[config.mk]
export PLATFORM = sky130hd
export DESIGN_NAME = isa_cycle_initiator
export DESIGN_NICKNAME = d
export VERILOG_FILES = /design/src/rtl/isa_cycle_initiator.sv
export SDC_FILE = /design/constraint.sdc
export NUM_CORES = 1
export LEC_CHECK = 0
export CORE_MARGIN = 3
export CORE_UTILIZATION = 25
export DETAILED_ROUTE_END_ITERATION = 7
export SETUP_SLACK_MARGIN = 0.1
export SLEW_MARGIN = 20
export SYNTH_ARGS = -nofsm -noshare
export SYNTH_HDL_FRONTEND = slang
export SYNTH_SLANG_ARGS = --single-unit
[constraint.sdc]
create_clock -name clk -period 3.3 [get_ports clk]
set_input_delay 0.33 -clock clk [delete_from_list [all_inputs] [get_ports clk]]
set_output_delay 0.33 -clock clk [all_outputs]
set_load 0.02 [all_outputs]
[src/rtl/isa_cycle_initiator.sv]
// ISA bus initiator: turns single-beat host requests into ISA I/O or memory cycles.
// Optional ready timeout in WAIT is built when ISA_INIT_TIMEOUT_EN is defined.
module isa_cycle_initiator #(
    parameter int SETUP_CYCLES    = 1,
    parameter int STROBE_CYCLES   = 4,
    parameter int RECOVERY_CYCLES = 2,
    parameter int RDY_TIMEOUT     = 255
) (
    input  logic        clk,
    input  logic        reset,
    input  logic        req_valid,
    output logic        req_ready,
    input  logic        req_write,
    input  logic        req_io,
    input  logic [19:0] req_addr,
    input  logic [7:0]  req_wdata,
    output logic        rsp_valid,
    output logic [7:0]  rsp_rdata,
    output logic        rsp_timeout,
    output logic [19:0] bus_a,
    output logic        bus_aen,
    output logic        bus_ior_l,
    output logic        bus_iow_l,
    output logic        bus_memr_l,
    output logic        bus_memw_l,
    output logic [7:0]  bus_d,
    output logic        bus_d_oe,
    input  logic [7:0]  bus_din,
    input  logic        bus_dir,
    input  logic        bus_rdy
);

    localparam logic [2:0] S_IDLE    = 3'd0;
    localparam logic [2:0] S_SETUP   = 3'd1;
    localparam logic [2:0] S_STROBE  = 3'd2;
    localparam logic [2:0] S_WAIT    = 3'd3;
    localparam logic [2:0] S_RECOVER = 3'd4;

    localparam logic [15:0] SETUP_LAST   = 16'(SETUP_CYCLES - 1);
    localparam logic [15:0] STROBE_LAST  = 16'(STROBE_CYCLES - 1);
    localparam logic [15:0] RECOVER_LAST = 16'(RECOVERY_CYCLES - 1);

    logic [2:0]  state_q, state_d;
    logic [15:0] cnt_q, cnt_d;
    logic        write_q, write_d;
    logic        io_q, io_d;
    logic        rdy_q;
    logic        req_ready_q, req_ready_d;
    logic        rsp_valid_q, rsp_valid_d;
    logic [7:0]  rsp_rdata_q, rsp_rdata_d;
    logic [19:0] bus_a_q, bus_a_d;
    logic        bus_aen_q, bus_aen_d;
    logic [3:0]  strobe_l_q, strobe_l_d;  // {ior, iow, memr, memw}, active low
    logic [7:0]  bus_d_q, bus_d_d;
    logic        bus_d_oe_q, bus_d_oe_d;
    logic        finish_s;
    logic        abort_s;
`ifdef ISA_INIT_TIMEOUT_EN
    localparam logic [15:0] TIMEOUT_LAST = 16'(RDY_TIMEOUT - 1);
    logic [15:0] tcnt_q, tcnt_d;
    logic        rsp_timeout_q, rsp_timeout_d;
`endif

    function automatic logic [3:0] strobe_sel(input logic io, input logic write);
        logic [3:0] sel;
        case ({io, write})
            2'b11:   sel = 4'b1011;
            2'b10:   sel = 4'b0111;
            2'b01:   sel = 4'b1110;
            default: sel = 4'b1101;
        endcase
        return sel;
    endfunction

    always_comb begin
        state_d     = state_q;
        cnt_d       = cnt_q;
        write_d     = write_q;
        io_d        = io_q;
        req_ready_d = req_ready_q;
        rsp_valid_d = 1'b0;
        rsp_rdata_d = rsp_rdata_q;
        bus_a_d     = bus_a_q;
        bus_aen_d   = bus_aen_q;
        strobe_l_d  = strobe_l_q;
        bus_d_d     = bus_d_q;
        bus_d_oe_d  = bus_d_oe_q;
        finish_s    = 1'b0;
        abort_s     = 1'b0;
`ifdef ISA_INIT_TIMEOUT_EN
        tcnt_d        = tcnt_q;
        rsp_timeout_d = 1'b0;
`endif
        case (state_q)
            S_IDLE: begin
                req_ready_d = 1'b1;
                if (req_valid && req_ready_q) begin
                    state_d     = S_SETUP;
                    cnt_d       = 16'd0;
                    write_d     = req_write;
                    io_d        = req_io;
                    req_ready_d = 1'b0;
                    bus_a_d     = req_io ? {4'h0, req_addr[15:0]} : req_addr;
                    bus_aen_d   = 1'b0;
                    bus_d_oe_d  = req_write;
                    if (req_write) begin
                        bus_d_d = req_wdata;
                    end else begin
                        bus_d_d = bus_d_q;
                    end
                end else begin
                    state_d = S_IDLE;
                end
            end
            S_SETUP: begin
                if (cnt_q == SETUP_LAST) begin
                    state_d    = S_STROBE;
                    cnt_d      = 16'd0;
                    strobe_l_d = strobe_sel(io_q, write_q);
                end else begin
                    cnt_d = cnt_q + 16'd1;
                end
            end
            S_STROBE: begin
                if (cnt_q != STROBE_LAST) begin
                    cnt_d = cnt_q + 16'd1;
                end else if (rdy_q) begin
                    finish_s = 1'b1;
                end else begin
                    state_d = S_WAIT;
`ifdef ISA_INIT_TIMEOUT_EN
                    tcnt_d = 16'd0;
`endif
                end
            end
            S_WAIT: begin
                if (rdy_q) begin
                    finish_s = 1'b1;
                end else begin
`ifdef ISA_INIT_TIMEOUT_EN
                    if (tcnt_q == TIMEOUT_LAST) begin
                        finish_s = 1'b1;
                        abort_s  = 1'b1;
                    end else begin
                        tcnt_d = tcnt_q + 16'd1;
                    end
`else
                    state_d = S_WAIT;
`endif
                end
            end
            S_RECOVER: begin
                // Data drivers stay on through the first recovery cycle for write hold time.
                bus_d_oe_d = 1'b0;
                if (cnt_q == RECOVER_LAST) begin
                    state_d     = S_IDLE;
                    req_ready_d = 1'b1;
                end else begin
                    cnt_d = cnt_q + 16'd1;
                end
            end
            default: begin
                state_d     = S_IDLE;
                req_ready_d = 1'b0;
                bus_aen_d   = 1'b1;
                strobe_l_d  = 4'b1111;
                bus_d_oe_d  = 1'b0;
            end
        endcase

        if (finish_s) begin
            state_d     = S_RECOVER;
            cnt_d       = 16'd0;
            strobe_l_d  = 4'b1111;
            bus_aen_d   = 1'b1;
            rsp_valid_d = 1'b1;
            if (abort_s || (!write_q && !bus_dir)) begin
                rsp_rdata_d = 8'hFF;
            end else if (write_q) begin
                rsp_rdata_d = 8'h00;
            end else begin
                rsp_rdata_d = bus_din;
            end
`ifdef ISA_INIT_TIMEOUT_EN
            rsp_timeout_d = abort_s;
`endif
        end else begin
            rsp_valid_d = 1'b0;
        end
    end

    // State, bus and response registers with synchronous reset.
    always_ff @(posedge clk) begin
        if (reset) begin
            state_q     <= S_IDLE;
            cnt_q       <= 16'd0;
            write_q     <= 1'b0;
            io_q        <= 1'b0;
            rdy_q       <= 1'b1;
            req_ready_q <= 1'b0;
            rsp_valid_q <= 1'b0;
            rsp_rdata_q <= 8'h00;
            bus_a_q     <= 20'h00000;
            bus_aen_q   <= 1'b1;
            strobe_l_q  <= 4'b1111;
            bus_d_q     <= 8'h00;
            bus_d_oe_q  <= 1'b0;
`ifdef ISA_INIT_TIMEOUT_EN
            tcnt_q        <= 16'd0;
            rsp_timeout_q <= 1'b0;
`endif
        end else begin
            state_q     <= state_d;
            cnt_q       <= cnt_d;
            write_q     <= write_d;
            io_q        <= io_d;
            rdy_q       <= bus_rdy;
            req_ready_q <= req_ready_d;
            rsp_valid_q <= rsp_valid_d;
            rsp_rdata_q <= rsp_rdata_d;
            bus_a_q     <= bus_a_d;
            bus_aen_q   <= bus_aen_d;
            strobe_l_q  <= strobe_l_d;
            bus_d_q     <= bus_d_d;
            bus_d_oe_q  <= bus_d_oe_d;
`ifdef ISA_INIT_TIMEOUT_EN
            tcnt_q        <= tcnt_d;
            rsp_timeout_q <= rsp_timeout_d;
`endif
        end
    end

    assign req_ready  = req_ready_q;
    assign rsp_valid  = rsp_valid_q;
    assign rsp_rdata  = rsp_rdata_q;
    assign bus_a      = bus_a_q;
    assign bus_aen    = bus_aen_q;
    assign bus_ior_l  = strobe_l_q[3];
    assign bus_iow_l  = strobe_l_q[2];
    assign bus_memr_l = strobe_l_q[1];
    assign bus_memw_l = strobe_l_q[0];
    assign bus_d      = bus_d_q;
    assign bus_d_oe   = bus_d_oe_q;
`ifdef ISA_INIT_TIMEOUT_EN
    assign rsp_timeout = rsp_timeout_q;
`else
    assign rsp_timeout = 1'b0;
`endif

endmodule

==> results.toml <==
[status]
outcome = "complete, no violations"

[sta]
final_count_of_hold_timing_violations = 0
skew_ns = 0.0138
fin_crit_ns = 2.40
max_freq_ghz = 0.416
final-max-slew-violation-count = 0
final_count_of_negative_setup_slack_endpoints = 0
final.setup.tns_ns = 0
timing.final.crit_share = 0.729
rsz0062_at_grt = "no"
worst_pin_slew_ns = 0.636
max-slew-margin-rel = 0.573

[layout]
mostFrequentLayoutCells = "sky130_fd_sc_hd__clkdlybuf4s50_1 (86), sky130_fd_sc_hd__dfxtp_1 (66), sky130_fd_sc_hd__nand2_1 (61), sky130_fd_sc_hd__a21oi_1 (50), sky130_fd_sc_hd__nor2_1 (16)"
fin_nets = 475
final_layout_size_suffix_gt1_frac = 0.0714
antenna_cells_inserted = 0
multi_input_comb_area_sq_um = 1480
final_common_cell = "sky130_fd_sc_hd__clkdlybuf4s50_1"
sequential_cell_area_sq_um = 1320
count_of_fill_cells_added_during_filler_insertion = 1133
synthToLayoutAreaGrowth_pct = 44.5
fin_cells = 574

[routing]
drt-initial-drc-count = 114
wl_per_cell_um = 14.2
route.vias.total = 2808
vias_per_std_cell = 4.89
drt-total-wl_mm = 8.13
drcViolationCount = 0
drt_pass1_iterations = 4
ant_nets = 0

[worst_setup_path]
rr_worst_depth = 5
critical_path_peak_fanout = 18
kind_of_start_point_of_the_critical_path = "flop"
worst-setup-path-type = "reg -> reg"
cp-end-kind = "flop"
critPathRequiredTime_ns = 3.56
crit_arrival_ns = 2.67

[power]
worst_ir_drop_vdd_mv = 0.260
leakagePower_nw = 1.47
power-per-cell-area_nw_per_um2 = 571
total_power_mw = 2.42

[global_route]
groute.usage.overall = 0.127
first_global_vias = 2876
grt_overflow = 0
grt_start_max_net_pins = 34
antenna_found_initial = 0
grt_pass1_wl_mm = 13.5

[synthesis]
syn-cell-area_sq_um = 2930
yosysSeqAreaShare = 0.451
number_of_enable_flip_flop_cells_after_synthesis = 0
synth_simple_gate_area_frac = 0.259
syn_area_per_cell_sq_um = 8.34
post_synth_top_area_share = 0.451
synth_adder_area_share = 0.0128
synth.largest_area_cell = "sky130_fd_sc_hd__dfxtp_1"
synth_ff_type = "sky130_fd_sc_hd__dfxtp_1"
share_of_the_synthesized_netlist_area_taken_by_xor_and_xnor_gates = 0.0150
number_of_distinct_library_cell_variants_in_the_gate_level_netlist_after_synthesis = 54
synth-warning-count = 0
synth_cells = 351
area_fraction_in_compound_gates_after_synthesis = 0.215
synth.ff_latch_count = 66
net_count_synth = 397
dominant_combinational_cell_family_by_area_after_synthesis = "simple AND/OR/NAND/NOR gates"
yosys-mux-area-fraction = 0.00342
async_reset_ff_frac = 0
post_synth_main_area_contributors = "sky130_fd_sc_hd__dfxtp_1 (45%), sky130_fd_sc_hd__a21oi_1 (8.5%), sky130_fd_sc_hd__nand2_1 (7.8%), sky130_fd_sc_hd__nand3_1 (2.6%), sky130_fd_sc_hd__a22o_1 (2.4%)"

[floorplanning]
top_level_ports = 88
floorplan.die.height_um = 114
initial_core_util = 0.263
floorplan.die.width_um = 114
floorplan.core_area_sq_um = 11100
placementRows = 38
die-area_sq_um = 13000

[cts]
worst_skew_pair.late_latency_ns = 0.33
clkSinkCount = 66
ctsHtreeMaxLevel = 3
post_cts_buffers = 0
postCtsHoldBufs = 0
postCtsResizedCells = 0
cts_made_buffers = 9
cts.clk_slew.worst_paths_ns = 0.07
clock-root-buffer = "sky130_fd_sc_hd__clkbuf_16"
clock_tree.buffer_depth = 2
tritoncts = "built"

[worst_hold_path]
worstHoldPathCells = 2
holdCritPathClass = "reg -> reg"

[place]
port_buffers = 86
place.detailed.instances = 558
globalplace.congestion = 0.832
place_hpwl_mm = 5.74

[run]
max-cap-violations = 0
layout make-up:
class | instances | share of cell area
Timing Repair Buffer | 89 | 0.209
Multi-Input combinational cell | 255 | 0.351
Tap cell | 140 | 0.0414
Clock inverter | 5 | 0.0201
Inverter | 8 | 0.00710
Clock buffer | 11 | 0.0597
Sequential cell | 66 | 0.312
Yosys cell counts, drive strengths merged, types with 3 or more instances:
cell,n
a211oi,4
a21oi,51
a22o,8
buf,6
clkbuf,16
dfxtp,66
ha,3
inv,8
nand2,61
nand2b,9
nand3,15
nand3b,4
nand4,9
nor2,17
nor3,8
nor4,6
o211ai,3
o21a,5
o21ai,8
o31ai,3
or2,3
or3,3
or4,3
xor2,4
routing by layer:
metal,GRT usage,part of all wire,vias to the layer above
met3,0.0412,0.087,11
met4,0.0562,0.017,0
met5,0,0,-
met2,0.200,0.46,102
li1,-,-,1400
met1,0.158,0.44,1295
registers in the layout, indices dropped and copies added (netlist names):
| signal | flops |
|---|---|
| cnt_q | 16 |
| state_q | 3 |
| req_ready | 1 |
| rsp_valid | 1 |
| bus_aen | 1 |
| write_q | 1 |
| bus_d | 8 |
| rsp_rdata | 8 |
| io_q | 1 |
| rdy_q | 1 |
| strobe_l_q | 4 |
| bus_d_oe | 1 |
| bus_a | 20 |
worst max-delay path: stages (launching register included):
cell and delay [ns]:
sky130_fd_sc_hd__dfxtp_1 0.69, sky130_fd_sc_hd__nor3_2 0.15, sky130_fd_sc_hd__a221oi_4 0.46, sky130_fd_sc_hd__o211ai_2 0.32, sky130_fd_sc_hd__or4_1 0.57, sky130_fd_sc_hd__a21oi_1 0.14
path summary, 6_finish.rpt:
| path | slack [ns] | to | from |
|---|---|---|---|
| worst max-delay path | 0.90 | cnt_q[15] | state_q[2] |
| worst min register to register | 0.45 | bus_a[14] | bus_a[14] |
| worst min-delay path | 0.45 | bus_a[14] | bus_a[14] |
| worst max register to register | 0.90 | cnt_q[15] | state_q[2] |
power breakdown:
part	leakage [nW]	internal (mW)	switching, mW	total [mW]
clock	0.162	0.707	0.365	1.07
combinational	0.770	0.201	0.254	0.455
sequential	0.535	0.843	0.0465	0.889
kinds of logic after synthesis:
family,count (synthesis)
AOI/OAI and AO/OA,96
DFF,66
and+or+nand+nor,149
buffers and inverters,30
adders and majority gates,3
xor gates and xnor gates,5
muxes,1
other,1
through the flow:
step | setup WS [ns] | area, sq um | hold slack (ns) | utilization
detailed placement | 0.821 | 3890 | 0.445 | 0.350
finish | 0.896 | 4230 | 0.451 | 0.380
CTS | 0.904 | 4230 | 0.454 | 0.380
global route | 0.696 | 4230 | 0.479 | 0.380
global placement | 0.847 | 3890 | 0.438 | 0.350
floorplan | 1.47 | 2930 | 0.434 | -
(Power assumes the default switching activity.)
